--- config.mk ---
export PLATFORM = sky130hd
export DESIGN_NAME = adc_align_seq_flat
export DESIGN_NICKNAME = d
export VERILOG_FILES = /design/src/rtl/adc_align_seq_pkg.sv /design/src/rtl/adc_align_seq_if.sv /design/src/rtl/adc_align_seq_win_track.sv /design/src/rtl/adc_align_seq.sv /design/src/flat_wrapper.sv
export SDC_FILE = /design/constraint.sdc
export NUM_CORES = 1
export LEC_CHECK = 0
export CAP_MARGIN = 5
export CORE_ASPECT_RATIO = 1.1
export CORE_UTILIZATION = 47
export DETAILED_ROUTE_END_ITERATION = 10
export PLACE_DENSITY = 0.67
export SKIP_LAST_GASP = 1
export SYNTH_ARGS = -nofsm -noshare
export SYNTH_HDL_FRONTEND = slang
export SYNTH_SLANG_ARGS = --single-unit
--- constraint.sdc ---
create_clock -name CLK -period 4.6 [get_ports CLK]
set_input_delay 1.15 -clock CLK [delete_from_list [all_inputs] [get_ports CLK]]
set_output_delay 1.15 -clock CLK [all_outputs]
set_load 0.01 [all_outputs]
--- src/rtl/adc_align_seq_pkg.sv ---
// adc_align_pkg: shared types and constants for the ADC link-training sequencer.
//   state_e : sequencer FSM states
//   trk_t   : per-line stable-window tracker state, sized for the widest
//             supported tap range (64 taps -> 6-bit tap, 7-bit length)
package adc_align_pkg;

  localparam int NLINES     = 9;
  localparam int FRAME_LINE = 8;
  localparam int TAP_W_MAX  = 6;
  localparam int LEN_W_MAX  = 7;

  typedef enum logic [3:0] {
    IDLE  = 4'd0,
    RST1  = 4'd1,
    CAL   = 4'd2,
    SRST  = 4'd3,
    CHECK = 4'd4,
    EVAL  = 4'd5,
    STEP  = 4'd6,
    RST2  = 4'd7,
    APPLY = 4'd8,
    BSLIP = 4'd9,
    EVALF = 4'd10,
    DONE  = 4'd11,
    FAIL  = 4'd12
  } state_e;

  typedef struct packed {
    logic [TAP_W_MAX-1:0] cur_start;
    logic [LEN_W_MAX-1:0] cur_len;
    logic [TAP_W_MAX-1:0] best_start;
    logic [LEN_W_MAX-1:0] best_len;
  } trk_t;

endpackage

--- src/rtl/adc_align_seq_if.sv ---
// adc_align_seq_if: bundles the CSR handshake and the receiver control/status
// signals of the alignment sequencer.
//   start       CSR -> seq   single-cycle alignment request
//   ins_cnt     rx  -> seq   per-line instability counters, 8 bits per line
//   dly_rst/dly_cal/dly_inc  IODELAY reset/calibrate/increment pulses
//   serdes_rst  ISERDES reset pulse
//   chk_run     check window for the instability counters
//   bs_enb      coherent bitslip enable
//   busy/done/fail/fail_mask/tap_out  status back to the CSR
// modport master = sequencer side, modport slave = receiver/CSR side.
interface adc_align_seq_if #(
  parameter int TAP_W = 6
);
  import adc_align_pkg::*;

  logic                     start;
  logic [8*NLINES-1:0]      ins_cnt;
  logic                     dly_rst;
  logic                     dly_cal;
  logic [NLINES-1:0]        dly_inc;
  logic                     serdes_rst;
  logic                     chk_run;
  logic                     bs_enb;
  logic                     busy;
  logic                     done;
  logic                     fail;
  logic [NLINES-1:0]        fail_mask;
  logic [NLINES*TAP_W-1:0]  tap_out;

  modport master (
    input  start, ins_cnt,
    output dly_rst, dly_cal, dly_inc, serdes_rst, chk_run, bs_enb,
    output busy, done, fail, fail_mask, tap_out
  );

  modport slave (
    output start, ins_cnt,
    input  dly_rst, dly_cal, dly_inc, serdes_rst, chk_run, bs_enb,
    input  busy, done, fail, fail_mask, tap_out
  );

endinterface

--- src/rtl/adc_align_seq_win_track.sv ---
// align_win_track: tracks the current and the widest stable tap window of one
// serial line while the shared delay is swept.
//   clk, rst    clock and synchronous active-high reset
//   clr         clears all tracker state (new alignment attempt)
//   eval        one-cycle strobe: classify tap 'tap' using 'stable'
//   stable      this line's instability count was within threshold
//   tap         tap currently applied to all lines
//   best_start  first tap of the widest window seen so far
//   best_len    length of that window, saturating at NTAPS
module align_win_track
  import adc_align_pkg::*;
#(
  parameter int NTAPS = 32,
  parameter int TAP_W = 6
) (
  input  logic             clk,
  input  logic             rst,
  input  logic             clr,
  input  logic             eval,
  input  logic             stable,
  input  logic [TAP_W-1:0] tap,
  output logic [TAP_W-1:0] best_start,
  output logic [TAP_W:0]   best_len
);

  localparam logic [LEN_W_MAX-1:0] LEN_SAT = LEN_W_MAX'(NTAPS);

  trk_t trk_q, trk_d;

  // Next tracker state: extend or break the current run, promote on strict growth.
  always_comb begin
    trk_d = trk_q;
    if (clr) begin
      trk_d = '0;
    end else if (eval) begin
      if (stable) begin
        if (trk_q.cur_len == LEN_SAT) begin
          trk_d.cur_len = trk_q.cur_len;
        end else begin
          trk_d.cur_len = trk_q.cur_len + 7'd1;
        end
        if (trk_q.cur_len == 7'd0) begin
          trk_d.cur_start = TAP_W_MAX'(tap);
        end else begin
          trk_d.cur_start = trk_q.cur_start;
        end
        // Strict compare: an equal-length later window never replaces the earlier one.
        if (trk_d.cur_len > trk_q.best_len) begin
          trk_d.best_start = trk_d.cur_start;
          trk_d.best_len   = trk_d.cur_len;
        end else begin
          trk_d.best_start = trk_q.best_start;
          trk_d.best_len   = trk_q.best_len;
        end
      end else begin
        trk_d.cur_len = '0;
      end
    end else begin
      trk_d = trk_q;
    end
  end

  // Tracker state register.
  always_ff @(posedge clk) begin
    if (rst) begin
      trk_q <= '0;
    end else begin
      trk_q <= trk_d;
    end
  end

  assign best_start = trk_q.best_start[TAP_W-1:0];
  assign best_len   = trk_q.best_len[TAP_W:0];

endmodule

--- src/rtl/adc_align_seq.sv ---
// adc_align_seq: automatic link-training sequencer for one 9-line ADC receiver
// (8 data lines + frame line 8). Resets/calibrates the IODELAYs, sweeps the
// shared tap range measuring instability per tap, centres every line in its
// widest stable window, runs coherent bitslip and reports done/fail.
//   CLK   receiver data clock
//   RST   synchronous active-high reset, aborts any sequence
//   bus   adc_align_seq_if.master: start/ins_cnt in, receiver commands and
//         busy/done/fail/fail_mask/tap_out out (all outputs registered)
// Optional build macro ADC_ALIGN_RETRY_EN: a failed attempt is retried up to
// two more times before FAIL is reported.
module adc_align_seq
  import adc_align_pkg::*;
#(
  parameter int NTAPS   = 32,
  parameter int TAP_W   = 6,
  parameter int SETTLE  = 16,
  parameter int WIN     = 1024,
  parameter int INS_THR = 0,
  parameter int MIN_WIN = 4,
  parameter int BS_CYC  = 64
) (
  input logic               CLK,
  input logic               RST,
  adc_align_seq_if.master   bus
);

  localparam int CNT_W = 16;
  localparam logic [CNT_W-1:0] SETTLE_C   = CNT_W'(SETTLE);
  localparam logic [CNT_W-1:0] WIN_LAST_C = CNT_W'(WIN - 1);
  localparam logic [CNT_W-1:0] WIN_END_C  = CNT_W'(WIN + 1);
  localparam logic [CNT_W-1:0] BS_LAST_C  = CNT_W'(BS_CYC - 1);
  localparam logic [TAP_W-1:0] TAP_LAST_C = TAP_W'(NTAPS - 1);
  localparam logic [TAP_W:0]   MIN_WIN_C  = (TAP_W+1)'(MIN_WIN);
  localparam logic [7:0]       INS_THR_C  = 8'(INS_THR);

  state_e                  state_q, state_d;
  logic [CNT_W-1:0]        cnt_q, cnt_d;
  logic [TAP_W-1:0]        tap_q, tap_d;
  logic [TAP_W:0]          step_q, step_d;
  logic                    dly_rst_q, dly_rst_d;
  logic                    dly_cal_q, dly_cal_d;
  logic [NLINES-1:0]       dly_inc_q, dly_inc_d;
  logic                    serdes_rst_q, serdes_rst_d;
  logic                    chk_run_q, chk_run_d;
  logic                    bs_enb_q, bs_enb_d;
  logic                    busy_q, busy_d;
  logic                    done_q, done_d;
  logic                    fail_q, fail_d;
  logic [NLINES-1:0]       fail_mask_q, fail_mask_d;
  logic [NLINES*TAP_W-1:0] tap_out_q, tap_out_d;
`ifdef ADC_ALIGN_RETRY_EN
  logic [1:0]              retries_q, retries_d;
`endif

  logic                    trk_clr_s;
  logic                    trk_eval_s;
  logic [NLINES-1:0]       stable_s;
  logic [NLINES-1:0]       mask_s;
  logic [NLINES-1:0]       fail_line_s;
  logic [TAP_W:0]          mask_step_s;
  logic [NLINES*TAP_W-1:0] tap_pack_s;
  logic [TAP_W-1:0]        best_start_s [NLINES];
  logic [TAP_W:0]          best_len_s   [NLINES];
  logic [TAP_W-1:0]        target_s     [NLINES];

  assign trk_eval_s = (state_q == EVAL);
  // APPLY decides the next increment mask for the step about to be issued.
  assign mask_step_s = (state_q == APPLY) ? (step_q + (TAP_W+1)'(1)) : '0;

  for (genvar g = 0; g < NLINES; g++) begin : g_line
    assign stable_s[g] = (bus.ins_cnt[8*g +: 8] <= INS_THR_C);

    align_win_track #(
      .NTAPS (NTAPS),
      .TAP_W (TAP_W)
    ) u_trk (
      .clk        (CLK),
      .rst        (RST),
      .clr        (trk_clr_s),
      .eval       (trk_eval_s),
      .stable     (stable_s[g]),
      .tap        (tap_q),
      .best_start (best_start_s[g]),
      .best_len   (best_len_s[g])
    );

    // Window centre; a line that never saw a stable tap keeps target 0.
    assign target_s[g]    = TAP_W'({1'b0, best_start_s[g]} + (best_len_s[g] >> 1));
    assign mask_s[g]      = (mask_step_s < {1'b0, target_s[g]});
    assign fail_line_s[g] = (best_len_s[g] < MIN_WIN_C);
    assign tap_pack_s[TAP_W*g +: TAP_W] = target_s[g];
  end

  // Sequencer next-state and registered-output logic.
  always_comb begin
    state_d      = state_q;
    cnt_d        = cnt_q + 16'd1;
    tap_d        = tap_q;
    step_d       = step_q;
    dly_rst_d    = 1'b0;
    dly_cal_d    = 1'b0;
    dly_inc_d    = '0;
    serdes_rst_d = 1'b0;
    chk_run_d    = chk_run_q;
    bs_enb_d     = bs_enb_q;
    busy_d       = busy_q;
    done_d       = done_q;
    fail_d       = fail_q;
    fail_mask_d  = fail_mask_q;
    tap_out_d    = tap_out_q;
    trk_clr_s    = 1'b0;
`ifdef ADC_ALIGN_RETRY_EN
    retries_d    = retries_q;
`endif
    case (state_q)
      IDLE, DONE, FAIL: begin
        cnt_d = '0;
        if (bus.start) begin
          state_d     = RST1;
          dly_rst_d   = 1'b1;
          busy_d      = 1'b1;
          done_d      = 1'b0;
          fail_d      = 1'b0;
          fail_mask_d = '0;
          tap_out_d   = '0;
          trk_clr_s   = 1'b1;
`ifdef ADC_ALIGN_RETRY_EN
          retries_d   = 2'd0;
`endif
        end else begin
          state_d = state_q;
        end
      end
      RST1: begin
        if (cnt_q == SETTLE_C) begin
          state_d   = CAL;
          cnt_d     = '0;
          dly_cal_d = 1'b1;
        end else begin
          state_d = state_q;
        end
      end
      CAL: begin
        if (cnt_q == SETTLE_C) begin
          state_d      = SRST;
          cnt_d        = '0;
          serdes_rst_d = 1'b1;
        end else begin
          state_d = state_q;
        end
      end
      SRST: begin
        if (cnt_q == SETTLE_C) begin
          state_d   = CHECK;
          cnt_d     = '0;
          tap_d     = '0;
          chk_run_d = 1'b1;
        end else begin
          state_d = state_q;
        end
      end
      CHECK: begin
        // chk_run covers cnt 0..WIN-1, then two quiet cycles let the counters settle.
        if (cnt_q == WIN_END_C) begin
          state_d = EVAL;
          cnt_d   = '0;
        end else if (cnt_q == WIN_LAST_C) begin
          chk_run_d = 1'b0;
        end else begin
          state_d = state_q;
        end
      end
      EVAL: begin
        cnt_d = '0;
        if (tap_q == TAP_LAST_C) begin
          state_d   = RST2;
          dly_rst_d = 1'b1;
        end else begin
          state_d   = STEP;
          dly_inc_d = '1;
        end
      end
      STEP: begin
        if (cnt_q == SETTLE_C) begin
          state_d   = CHECK;
          cnt_d     = '0;
          tap_d     = tap_q + TAP_W'(1);
          chk_run_d = 1'b1;
        end else begin
          state_d = state_q;
        end
      end
      RST2, APPLY: begin
        if (cnt_q == SETTLE_C) begin
          cnt_d  = '0;
          step_d = mask_step_s;
          if (|mask_s) begin
            state_d   = APPLY;
            dly_inc_d = mask_s;
          end else begin
            state_d  = BSLIP;
            bs_enb_d = 1'b1;
          end
        end else begin
          state_d = state_q;
        end
      end
      BSLIP: begin
        if (cnt_q == BS_LAST_C) begin
          state_d  = EVALF;
          cnt_d    = '0;
          bs_enb_d = 1'b0;
        end else begin
          state_d = state_q;
        end
      end
      EVALF: begin
        cnt_d = '0;
        if (|fail_line_s) begin
`ifdef ADC_ALIGN_RETRY_EN
          if (retries_q < 2'd2) begin
            retries_d = retries_q + 2'd1;
            state_d   = RST1;
            dly_rst_d = 1'b1;
            trk_clr_s = 1'b1;
          end else begin
            state_d     = FAIL;
            fail_d      = 1'b1;
            done_d      = 1'b0;
            busy_d      = 1'b0;
            fail_mask_d = fail_line_s;
            tap_out_d   = tap_pack_s;
          end
`else
          state_d     = FAIL;
          fail_d      = 1'b1;
          done_d      = 1'b0;
          busy_d      = 1'b0;
          fail_mask_d = fail_line_s;
          tap_out_d   = tap_pack_s;
`endif
        end else begin
          state_d     = DONE;
          done_d      = 1'b1;
          fail_d      = 1'b0;
          busy_d      = 1'b0;
          fail_mask_d = fail_line_s;
          tap_out_d   = tap_pack_s;
        end
      end
      default: begin
        state_d = IDLE;
      end
    endcase
  end

  // Sequencer state and output registers.
  always_ff @(posedge CLK) begin
    if (RST) begin
      state_q      <= IDLE;
      cnt_q        <= '0;
      tap_q        <= '0;
      step_q       <= '0;
      dly_rst_q    <= 1'b0;
      dly_cal_q    <= 1'b0;
      dly_inc_q    <= '0;
      serdes_rst_q <= 1'b0;
      chk_run_q    <= 1'b0;
      bs_enb_q     <= 1'b0;
      busy_q       <= 1'b0;
      done_q       <= 1'b0;
      fail_q       <= 1'b0;
      fail_mask_q  <= '0;
      tap_out_q    <= '0;
`ifdef ADC_ALIGN_RETRY_EN
      retries_q    <= 2'd0;
`endif
    end else begin
      state_q      <= state_d;
      cnt_q        <= cnt_d;
      tap_q        <= tap_d;
      step_q       <= step_d;
      dly_rst_q    <= dly_rst_d;
      dly_cal_q    <= dly_cal_d;
      dly_inc_q    <= dly_inc_d;
      serdes_rst_q <= serdes_rst_d;
      chk_run_q    <= chk_run_d;
      bs_enb_q     <= bs_enb_d;
      busy_q       <= busy_d;
      done_q       <= done_d;
      fail_q       <= fail_d;
      fail_mask_q  <= fail_mask_d;
      tap_out_q    <= tap_out_d;
`ifdef ADC_ALIGN_RETRY_EN
      retries_q    <= retries_d;
`endif
    end
  end

  assign bus.dly_rst    = dly_rst_q;
  assign bus.dly_cal    = dly_cal_q;
  assign bus.dly_inc    = dly_inc_q;
  assign bus.serdes_rst = serdes_rst_q;
  assign bus.chk_run    = chk_run_q;
  assign bus.bs_enb     = bs_enb_q;
  assign bus.busy       = busy_q;
  assign bus.done       = done_q;
  assign bus.fail       = fail_q;
  assign bus.fail_mask  = fail_mask_q;
  assign bus.tap_out    = tap_out_q;

endmodule

--- src/flat_wrapper.sv ---
// flat-port wrapper written by rule: the top's interface ports become plain ports
module adc_align_seq_flat import adc_align_pkg::*;
#(
  parameter int NTAPS   = 32,
  parameter int TAP_W   = 6,
  parameter int SETTLE  = 16,
  parameter int WIN     = 1024,
  parameter int INS_THR = 0,
  parameter int MIN_WIN = 4,
  parameter int BS_CYC  = 64
)
  (CLK, RST, bus_start, bus_ins_cnt, bus_dly_rst, bus_dly_cal, bus_dly_inc, bus_serdes_rst, bus_chk_run, bus_bs_enb, bus_busy, bus_done, bus_fail, bus_fail_mask, bus_tap_out);
  adc_align_seq_if #(.TAP_W(TAP_W)) bus_i ();
  input logic CLK;
  input logic RST;
  input wire logic [$bits(bus_i.start)-1:0] bus_start;
  input wire logic [$bits(bus_i.ins_cnt)-1:0] bus_ins_cnt;
  output wire logic [$bits(bus_i.dly_rst)-1:0] bus_dly_rst;
  output wire logic [$bits(bus_i.dly_cal)-1:0] bus_dly_cal;
  output wire logic [$bits(bus_i.dly_inc)-1:0] bus_dly_inc;
  output wire logic [$bits(bus_i.serdes_rst)-1:0] bus_serdes_rst;
  output wire logic [$bits(bus_i.chk_run)-1:0] bus_chk_run;
  output wire logic [$bits(bus_i.bs_enb)-1:0] bus_bs_enb;
  output wire logic [$bits(bus_i.busy)-1:0] bus_busy;
  output wire logic [$bits(bus_i.done)-1:0] bus_done;
  output wire logic [$bits(bus_i.fail)-1:0] bus_fail;
  output wire logic [$bits(bus_i.fail_mask)-1:0] bus_fail_mask;
  output wire logic [$bits(bus_i.tap_out)-1:0] bus_tap_out;
  assign bus_i.start = bus_start;
  assign bus_i.ins_cnt = bus_ins_cnt;
  assign bus_dly_rst = bus_i.dly_rst;
  assign bus_dly_cal = bus_i.dly_cal;
  assign bus_dly_inc = bus_i.dly_inc;
  assign bus_serdes_rst = bus_i.serdes_rst;
  assign bus_chk_run = bus_i.chk_run;
  assign bus_bs_enb = bus_i.bs_enb;
  assign bus_busy = bus_i.busy;
  assign bus_done = bus_i.done;
  assign bus_fail = bus_i.fail;
  assign bus_fail_mask = bus_i.fail_mask;
  assign bus_tap_out = bus_i.tap_out;
  adc_align_seq #(.NTAPS(NTAPS), .TAP_W(TAP_W), .SETTLE(SETTLE), .WIN(WIN), .INS_THR(INS_THR), .MIN_WIN(MIN_WIN), .BS_CYC(BS_CYC)) u_core (.CLK(CLK), .RST(RST), .bus(bus_i));
endmodule
==> results of run 1 <==
cells in the final DEF, fill, tap and decap left out, types with 23 or more instances in the layout:
cell type / count
a211oi_1: 30
nor2_1: 348
nand2_1: 126
a22oi_1: 60
ha_1: 176
a21o_1: 37
or4_1: 23
nand3_1: 101
mux2_2: 30
a21oi_1: 102
mux2i_1: 156
clkbuf_16: 41
xnor2_1: 76
clkdlybuf4s50_1: 153
dfxtp_1: 347
buf_4: 35
xor2_1: 45
inv_1: 128
o21ai_0: 45
a31oi_1: 45
through the flow:
| step | cell area, sq um | utilization, % | total power [mW] |
|---|---|---|---|
| after CTS | 22800 | 56.6 | 7.44 |
| after detailed placement | 21500 | 53.1 | 4.10 |
| after floorplan | 19400 | - | 3.74 |
| after global placement | 21500 | 53.1 | 4.09 |
| after global routing | 22800 | 56.6 | 7.65 |
| final | 22800 | 56.6 | 7.39 |
logic make-up (layout without fill, tap and decap cells):
family,count (synthesis),in the layout,synth area share [%]
compound gates,402,402,13.8
xor+xnor,121,121,5.47
fa+ha+maj,185,185,12.3
buf+inv,238,388,4.69
flops,347,347,35.9
mux,186,186,9.81
simple gates,753,753,18.0
critical path, cell delays in order, from the launching register on:
cell,delay [ps]
dfxtp_1,460
or4b_1,820
a21oi_1,450
buf_4,250
ha_1,240
o2111ai_1,190
nor2_1,80
a221oi_1,400
and4b_1,250
o2111ai_1,300
nand2b_1,120
o21ai_0,220
power breakdown:
group          internal (mW)  total [mW]  switching [mW]
Sequential              3.04        3.08          0.0425
Clock                   2.08        3.34            1.26
Combinational          0.288       0.963           0.675
area by class of cell:
class | instances | area (sq um)
Clock buffer | 56 | 1190
Clock inverter | 13 | 190
Fill cell | 3621 | 17500
Inverter | 128 | 480
Multi-Input combinational cell | 1647 | 11500
Sequential cell | 347 | 6950
Tap cell | 513 | 642
Timing Repair Buffer | 191 | 1840
sequential cells by signal (all words and copies together) (netlist names), 4 cells and up:
| register | count |
|---|---|
| u_core.g_line.u_trk.trk_q | 117 |
| u_core.g_line.u_trk.best_len | 63 |
| u_core.bus.tap_out | 54 |
| u_core.g_line.u_trk.best_start | 54 |
| u_core.cnt_q | 16 |
| u_core.bus.dly_inc | 9 |
| u_core.bus.fail_mask | 9 |
| u_core.step_q | 7 |
| u_core.tap_q | 6 |
| u_core.state_q | 4 |
layer usage:
metal	GRT usage, %	share of wire [%]	wire length, um	up-vias
li1	-	-	-	8088
met1	30.1	44	22300	7726
met2	40.5	47	23700	381
met4	9.84	3.4	1690	0
met5	0	0	0	-
met3	3.52	5.0	2520	88
worst min-delay path by stage:
stage                                                              from                                            end  slack, ps  depth (start not counted)
after floorplan           u_core.g_line[7].u_trk.trk_q[20]$_SDFFE_PP0P_  u_core.g_line[7].u_trk.trk_q[20]$_SDFFE_PP0P_        430                          2
after global placement    u_core.g_line[7].u_trk.trk_q[22]$_SDFFE_PP0P_  u_core.g_line[7].u_trk.trk_q[22]$_SDFFE_PP0P_        440                          2
after detailed placement  u_core.g_line[7].u_trk.trk_q[25]$_SDFFE_PP0P_  u_core.g_line[7].u_trk.trk_q[25]$_SDFFE_PP0P_        450                          2
after CTS                 u_core.g_line[7].u_trk.trk_q[25]$_SDFFE_PP0P_  u_core.g_line[7].u_trk.trk_q[25]$_SDFFE_PP0P_        450                          2
after global routing      u_core.g_line[6].u_trk.trk_q[23]$_SDFFE_PP0P_  u_core.g_line[6].u_trk.trk_q[23]$_SDFFE_PP0P_        470                          2
final                     u_core.g_line[7].u_trk.trk_q[25]$_SDFFE_PP0P_  u_core.g_line[7].u_trk.trk_q[25]$_SDFFE_PP0P_        450                          2
==> flow_summary.toml, run 1 <==
[sta]
setup_viol = 0
hold_violations = 0
period_needed_ps = 3900
rsz0062_at_grt = "no"
worst_pin_slew_ps = 1150
fin_ws_ps = 702
relSlewSlack_pct = 23.1
fmax_mhz = 257
period_share_pct = 84.7
fin_setup_tns_ps = 0
clock_skew_ps = 10.5
hold_ws_ps = 452
maxSlewViolCount = 0

[synthesis]
syn_nets = 2492
synth_commonest_cells = "348 x nor2_1, 347 x dfxtp_1, 176 x ha_1"
synth_top_cell_by_area = "dfxtp_1"
ys_ff_latch = 347
yosysMostFrequentCell = "nor2_1"
ys_types = 66
avgSynthCellArea_sq_um = 8.67
synth_edf_count = 0
synthArstFlopShare_pct = 0
yosys-top-cells-area = "dfxtp_1 36%, ha_1 11%, mux2i_1 8.1%"
synth_area_sq_um = 19400
seq_area_frac_synth_pct = 35.9
synth_flop_cell = "dfxtp_1"
synth-warning-count = 0
synth_top_area_share_pct = 35.9
synthCells = 2232

[detailed_routing]
ant_nets = 0
firstDrtPassIters = 7
vias_per_cell = 5.62
drc = 0
first_iter_violations = 912
routed_wl_um = 50200
post_drt_wl_per_cell_um = 17.3
vias = 16300

[die]
die_h_um = 215
core_area_sq_um = 40400
initial_utilization_pct = 48.0
dieArea_sq_um = 42000
row_count = 77
pin_count = 155
die_w_um = 196

[worst_setup_path]
regToRegStartpoint = "u_core.state_q[1]$_SDFFE_PP0P_"
crit_fanout = 16
r2r_slack_ps = 700
arrival_ps = 4360
start_kind = "register"
crit_path_end_kind = "register"
critPathLaunch = "u_core.state_q[1]$_SDFFE_PP0P_"
r2r-end = "u_core.bus.dly_inc[1]$_SDFF_PP0_"
critical_path.endpoint = "u_core.bus.dly_inc[1]$_SDFF_PP0_"
crit_required_ps = 5060
reg2reg_depth = 11
path_class = "register to register"

[clock_network]
cts.sinks = 347
numCtsBuffers = 39
ctsRootBufferMaster = "clkbuf_16"
post-cts-setup-buffer-count = 0
cts_hold_buf = 0
cts_tree = "built"
htreeDepth = 2
cts.reportedPaths.clkPinSlew_ps = 60
clock_latency_ps = 560
cts_resized = 0
clock_path_buffers = 3

[grt]
gr-usage-all-layers_pct = 23.8
antenna_found_initial = 1
globalRoute.totalOverflow = 0
grt_pass1_vias = 15800
grt_max_degree = 76
grt_pass1_wl_um = 81000

[layout]
n_antenna_cell = 0
instances_no_fill = 2895
syn_to_final_growth_pct = 18.0
drive_gt1_share_pct = 6.76
nets = 2614

[placed_design]
place.port_buffers = 154
gp_congestion = 0.889
pre_cts_ws_ps = 750
placedCellCount = 2826
dpl.hpwl_um = 36200

[outcome]
status = "finished clean"

[power_and_ir_drop]
ir_drop_mv = 0.248
power.density_nw_per_um2 = 323
p_leak_nw = 8.70

[hold_path]
hold_path.class = "register to register"

[run]
drv_cap = 0
Power figures use the tool's default switching activity.
==> run 2: changes to the inputs <==
Settings changed: PLACE_DENSITY 0.67 to 0.69.
Clock period 4.6 ns to 3.5 ns, I/O delays scaled along.
==> flow_summary.toml, run 2 (synthesis gave the netlist of run 1 again) <==
[outcome]
status = "finished clean"

[placed_design]
dpl.hpwl_um = 36900
pre_cts_ws_ps = 196
place.port_buffers = 154
placed_cell_area_sq_um = 21700
gp_congestion = 0.901

[sta]
worst_pin_slew_ps = 1120
period_needed_ps = 3250
clock_skew_ps = 18.5
fin_ws_ps = 246
period_share_pct = 93.0
relSlewSlack_pct = 25.1
maxSlewViolCount = 0
hold_violations = 0
fmax_mhz = 307
rsz0062_at_grt = "no"
fin_setup_tns_ps = 0
setup_viol = 0

[hold_path]
hold_path.class = "register to register"
whs_endpoint = "u_core.g_line[6].u_trk.trk_q[22]$_SDFFE_PP0P_"
hp-start = "u_core.g_line[6].u_trk.trk_q[22]$_SDFFE_PP0P_"
min_path_cells = 2

[layout]
nFillCells = 3603
n_antenna_cell = 0
drive_gt1_share_pct = 7.84
largest_reg_flops = 117
post-route-util_pct = 57.1
syn_to_final_growth_pct = 19.1
final_common_cell = "nor2_1"
stdcell_area_sq_um = 23000
top_register = "u_core.g_line.u_trk.trk_q"
mostFrequentLayoutCells = "348 x nor2_1, 347 x dfxtp_1, 176 x ha_1"
nets = 2644

[worst_setup_path]
crit_fanout = 8
regToRegStartpoint = "u_core.state_q[0]$_SDFFE_PP0P_"
path_class = "register to register"
r2r-end = "u_core.bus.bs_enb$_SDFFE_PP0P_"
crit_required_ps = 3920
reg2reg_depth = 12
r2r_slack_ps = 250
crit_path_end_kind = "register"
start_kind = "register"
arrival_ps = 3670

[clock_network]
numCtsBuffers = 39
cts_hold_buf = 0
cts_resized = 0
cts_tree = "built"
cts.sinks = 347
post-cts-setup-buffer-count = 0
clock_path_buffers = 3
clock_latency_ps = 540
cts.reportedPaths.clkPinSlew_ps = 60
ctsRootBufferMaster = "clkbuf_16"
htreeDepth = 2

[die]
dieArea_sq_um = 42000
initial_utilization_pct = 48.0
die_w_um = 196
pin_count = 155
row_count = 77
core_area_sq_um = 40400
die_h_um = 215

[grt]
grt_pass1_wl_um = 81000
gr-usage-all-layers_pct = 23.9
grt_max_degree = 102
globalRoute.totalOverflow = 0
grt_pass1_vias = 15800
antenna_found_initial = 0

[power_and_ir_drop]
p_leak_nw = 8.84
power.density_nw_per_um2 = 414
ir_drop_mv = 0.322

[detailed_routing]
ant_nets = 0
vias = 16500
routed_wl_um = 50900
drc = 0
vias_per_cell = 5.63
first_iter_violations = 863
firstDrtPassIters = 5
post_drt_wl_per_cell_um = 17.4

[run]
drv_cap = 0
-- run 2: cell type report --
cell class,count,area [sq um],area share [%]
clock buffers,53,1110,4.82
inverters,128,480,2.08
flip-flops and latches,347,6950,30.1
clock inverters,16,183,0.793
multi-input cells,1647,11600,50.1
well taps,513,642,2.79
repair buffers,221,2130,9.23
-- run 2: how the worst max path moves through the flow --
stage / startpoint / end / slack [ps] / cells past startpoint
after floorplan: u_core.state_q[1]$_SDFFE_PP0P_ / u_core.bus.bs_enb$_SDFFE_PP0P_ / 90 / 12
after global placement: u_core.state_q[0]$_SDFFE_PP0P_ / u_core.bus.bs_enb$_SDFFE_PP0P_ / 270 / 12
after detailed placement: u_core.state_q[0]$_SDFFE_PP0P_ / u_core.bus.bs_enb$_SDFFE_PP0P_ / 200 / 12
after CTS: u_core.g_line[5].u_trk.best_len[1]$_SDFFE_PP0P_ / u_core.bus.bs_enb$_SDFFE_PP0P_ / 160 / 15
after global routing: u_core.g_line[2].u_trk.best_len[1]$_SDFFE_PP0P_ / u_core.bus.bs_enb$_SDFFE_PP0P_ / 50 / 14
final: u_core.state_q[0]$_SDFFE_PP0P_ / u_core.bus.bs_enb$_SDFFE_PP0P_ / 250 / 12
-- run 2: routing by layer --
| metal | share of wire (%) | track usage, % | wire length [um] | up-vias |
|---|---|---|---|---|
| met3 | 4.8 | 3.30 | 2420 | 92 |
| met1 | 43 | 29.3 | 22000 | 7852 |
| met2 | 49 | 42.0 | 24700 | 394 |
| met5 | 0 | 0 | 0 | - |
| met4 | 3.5 | 9.42 | 1790 | 0 |
| li1 | - | - | - | 8124 |
-- run 2: through the flow --
step	power (mW)	cells	hold WS [ps]
finish	9.55	2925	456
global route	9.90	2925	480
CTS	9.62	2925	455
detailed placement	5.47	2856	445
global placement	5.45	2856	438
floorplan	4.91	2232	429
-- run 2: power breakdown --
part | internal (mW) | switching (mW) | leakage [nW]
Sequential | 4.00 | 0.0343 | 2.79
Combinational | 0.440 | 0.931 | 5.40
Clock | 2.52 | 1.63 | 0.643
Total | 6.95 | 2.60 | 8.84
-- run 2: worst max-delay path, stage by stage (launching register included) --
cell and delay (ps):
dfxtp_1 310, or4b_1 590, buf_4 200, nor2_1 300, buf_4 210, ha_1 230, o2111ai_1 80, nor2_1 70
a221o_1 370, and4b_1 220, o2111ai_2 250, nor3_1 80, o221a_1 230
==> run 3: changes to the inputs <==
Settings changed: MAX_ROUTING_LAYER set to met4, SETUP_SLACK_MARGIN set to 0.02.
==> flow_summary.toml, run 3 (synthesis gave the netlist of run 1 again) <==
[layout]
largest_reg_flops = 117
final_common_cell = "nor2_1"
drive_gt1_share_pct = 7.73
instances_no_fill = 2919
syn_to_final_growth_pct = 19.0
nets = 2644
top_register = "u_core.g_line.u_trk.trk_q"
mostFrequentLayoutCells = "348 x nor2_1, 347 x dfxtp_1, 176 x ha_1"
post-route-util_pct = 57.1
n_antenna_cell = 0

[detailed_routing]
route.met3.wl_um = 2410
drc = 0
post_drt_wl_per_cell_um = 17.2
m1WireLength_um = 22000
routed_wl_um = 50300
first_iter_violations = 877
ant_nets = 0
wl_met2_um = 24300
vias = 16200
highest_layer = "met4"
firstDrtPassIters = 6
vias_per_cell = 5.57

[worst_setup_path]
start_kind = "register"
cp_num_buf_inv = 2
crit_required_ps = 3920
worst_path_max_delay_cell = "or4b_1"
cpPeakStageDelay_ps = 590
path_class = "register to register"
arrival_ps = 3690
crit_path_end_kind = "register"
path_cells = "or4b_1, buf_4, nor2_1, buf_4, ha_1, o2111ai_1, nor2_1, a221o_1, and4b_1, o2111ai_2, nor3_1, o221a_1"
crit_fanout = 6
crit_family = "simple AND/OR/NAND/NOR gates"

[grt]
grt_pass1_wl_um = 81000
grt_max_degree = 102
gr-usage-all-layers_pct = 24.5
grt_pass1_vias = 15800
globalRoute.totalOverflow = 0
antenna_found_initial = 0

[sta]
maxSlewViolCount = 0
clock_skew_ps = 20.8
fin_setup_tns_ps = 0
hold_violations = 0
rsz0062_at_grt = "no"
period_needed_ps = 3270
relSlewSlack_pct = 23.8
worst_pin_slew_ps = 1140
period_share_pct = 93.4
fmax_mhz = 306
setup_viol = 0

[die]
die_h_um = 215
core_area_sq_um = 40400
initial_utilization_pct = 48.0
pin_count = 155
row_count = 77
dieArea_sq_um = 42000
die_w_um = 196

[power_and_ir_drop]
power.density_nw_per_um2 = 414
finalPower_mw = 9.54
ir_drop_mv = 0.340
p_leak_nw = 8.83

[clock_network]
ctsRootBufferMaster = "clkbuf_16"
cts_tree = "built"
clock_latency_ps = 540
cts.reportedPaths.clkPinSlew_ps = 60
cts.sinks = 347
htreeDepth = 2
clock_path_buffers = 3
numCtsBuffers = 38

[hold_path]
hold_path.class = "register to register"

[placed_design]
placedCellCount = 2857
dpl.hpwl_um = 36700
place.port_buffers = 154
gp_congestion = 0.898

[outcome]
status = "finished clean"

[run]
drv_cap = 0
==> run 3: worst min-delay path, cell delays in order, from the launching register on <==
cell and delay [ps]:
dfxtp_1 310, nand2_1 50, a21oi_1 50
==> run 3: routing by layer <==
layer	vias to the layer above	GRT usage, %
met5	-	-
met2	365	41.4
met3	84	3.67
met4	0	8.66
met1	7659	29.5
li1	8138	-
==> run 3: per-stage QoR <==
step	hold WS [ps]	setup WS, ps	area, sq um
after floorplan	429	88.4	19400
after global placement	438	230	21700
after detailed placement	448	157	21700
after CTS	456	142	23000
after global routing	472	47.8	23000
final	453	230	23000
==> run 3: timing repair <==
action / in CTS / in global routing
endpoints found under the setup margin: 0 / 2
resized for setup: 0 / 2
buffers inserted: 0 / 0
hold buffers: 0 / 0
==> run 3: power by group <==
group          total (mW)  switching, mW  internal, mW
clock                4.15           1.60          2.55
sequential           4.03         0.0306          4.00
combinational        1.37          0.934         0.435
==> run 3: area by class of cell <==
type / count / area (sq um)
Sequential cell: 347 / 6950
Inverter: 128 / 480
Clock buffer: 53 / 1140
Clock inverter: 9 / 145
Timing Repair Buffer: 222 / 2120
Multi-Input combinational cell: 1647 / 11600
Tap cell: 513 / 642
Fill cell: 3610 / 17300
==> run 3: path summary, 6_finish.rpt <==
path	start	slack [ps]	endpoint	cells past startpoint
setup / recovery	u_core.state_q[0]$_SDFFE_PP0P_	230	u_core.bus.bs_enb$_SDFFE_PP0P_	12
hold / removal	u_core.g_line[6].u_trk.trk_q[25]$_SDFFE_PP0P_	450	u_core.g_line[6].u_trk.trk_q[25]$_SDFFE_PP0P_	2
setup reg to reg	u_core.state_q[0]$_SDFFE_PP0P_	230	u_core.bus.bs_enb$_SDFFE_PP0P_	12
hold reg to reg	u_core.g_line[6].u_trk.trk_q[25]$_SDFFE_PP0P_	450	u_core.g_line[6].u_trk.trk_q[25]$_SDFFE_PP0P_	2
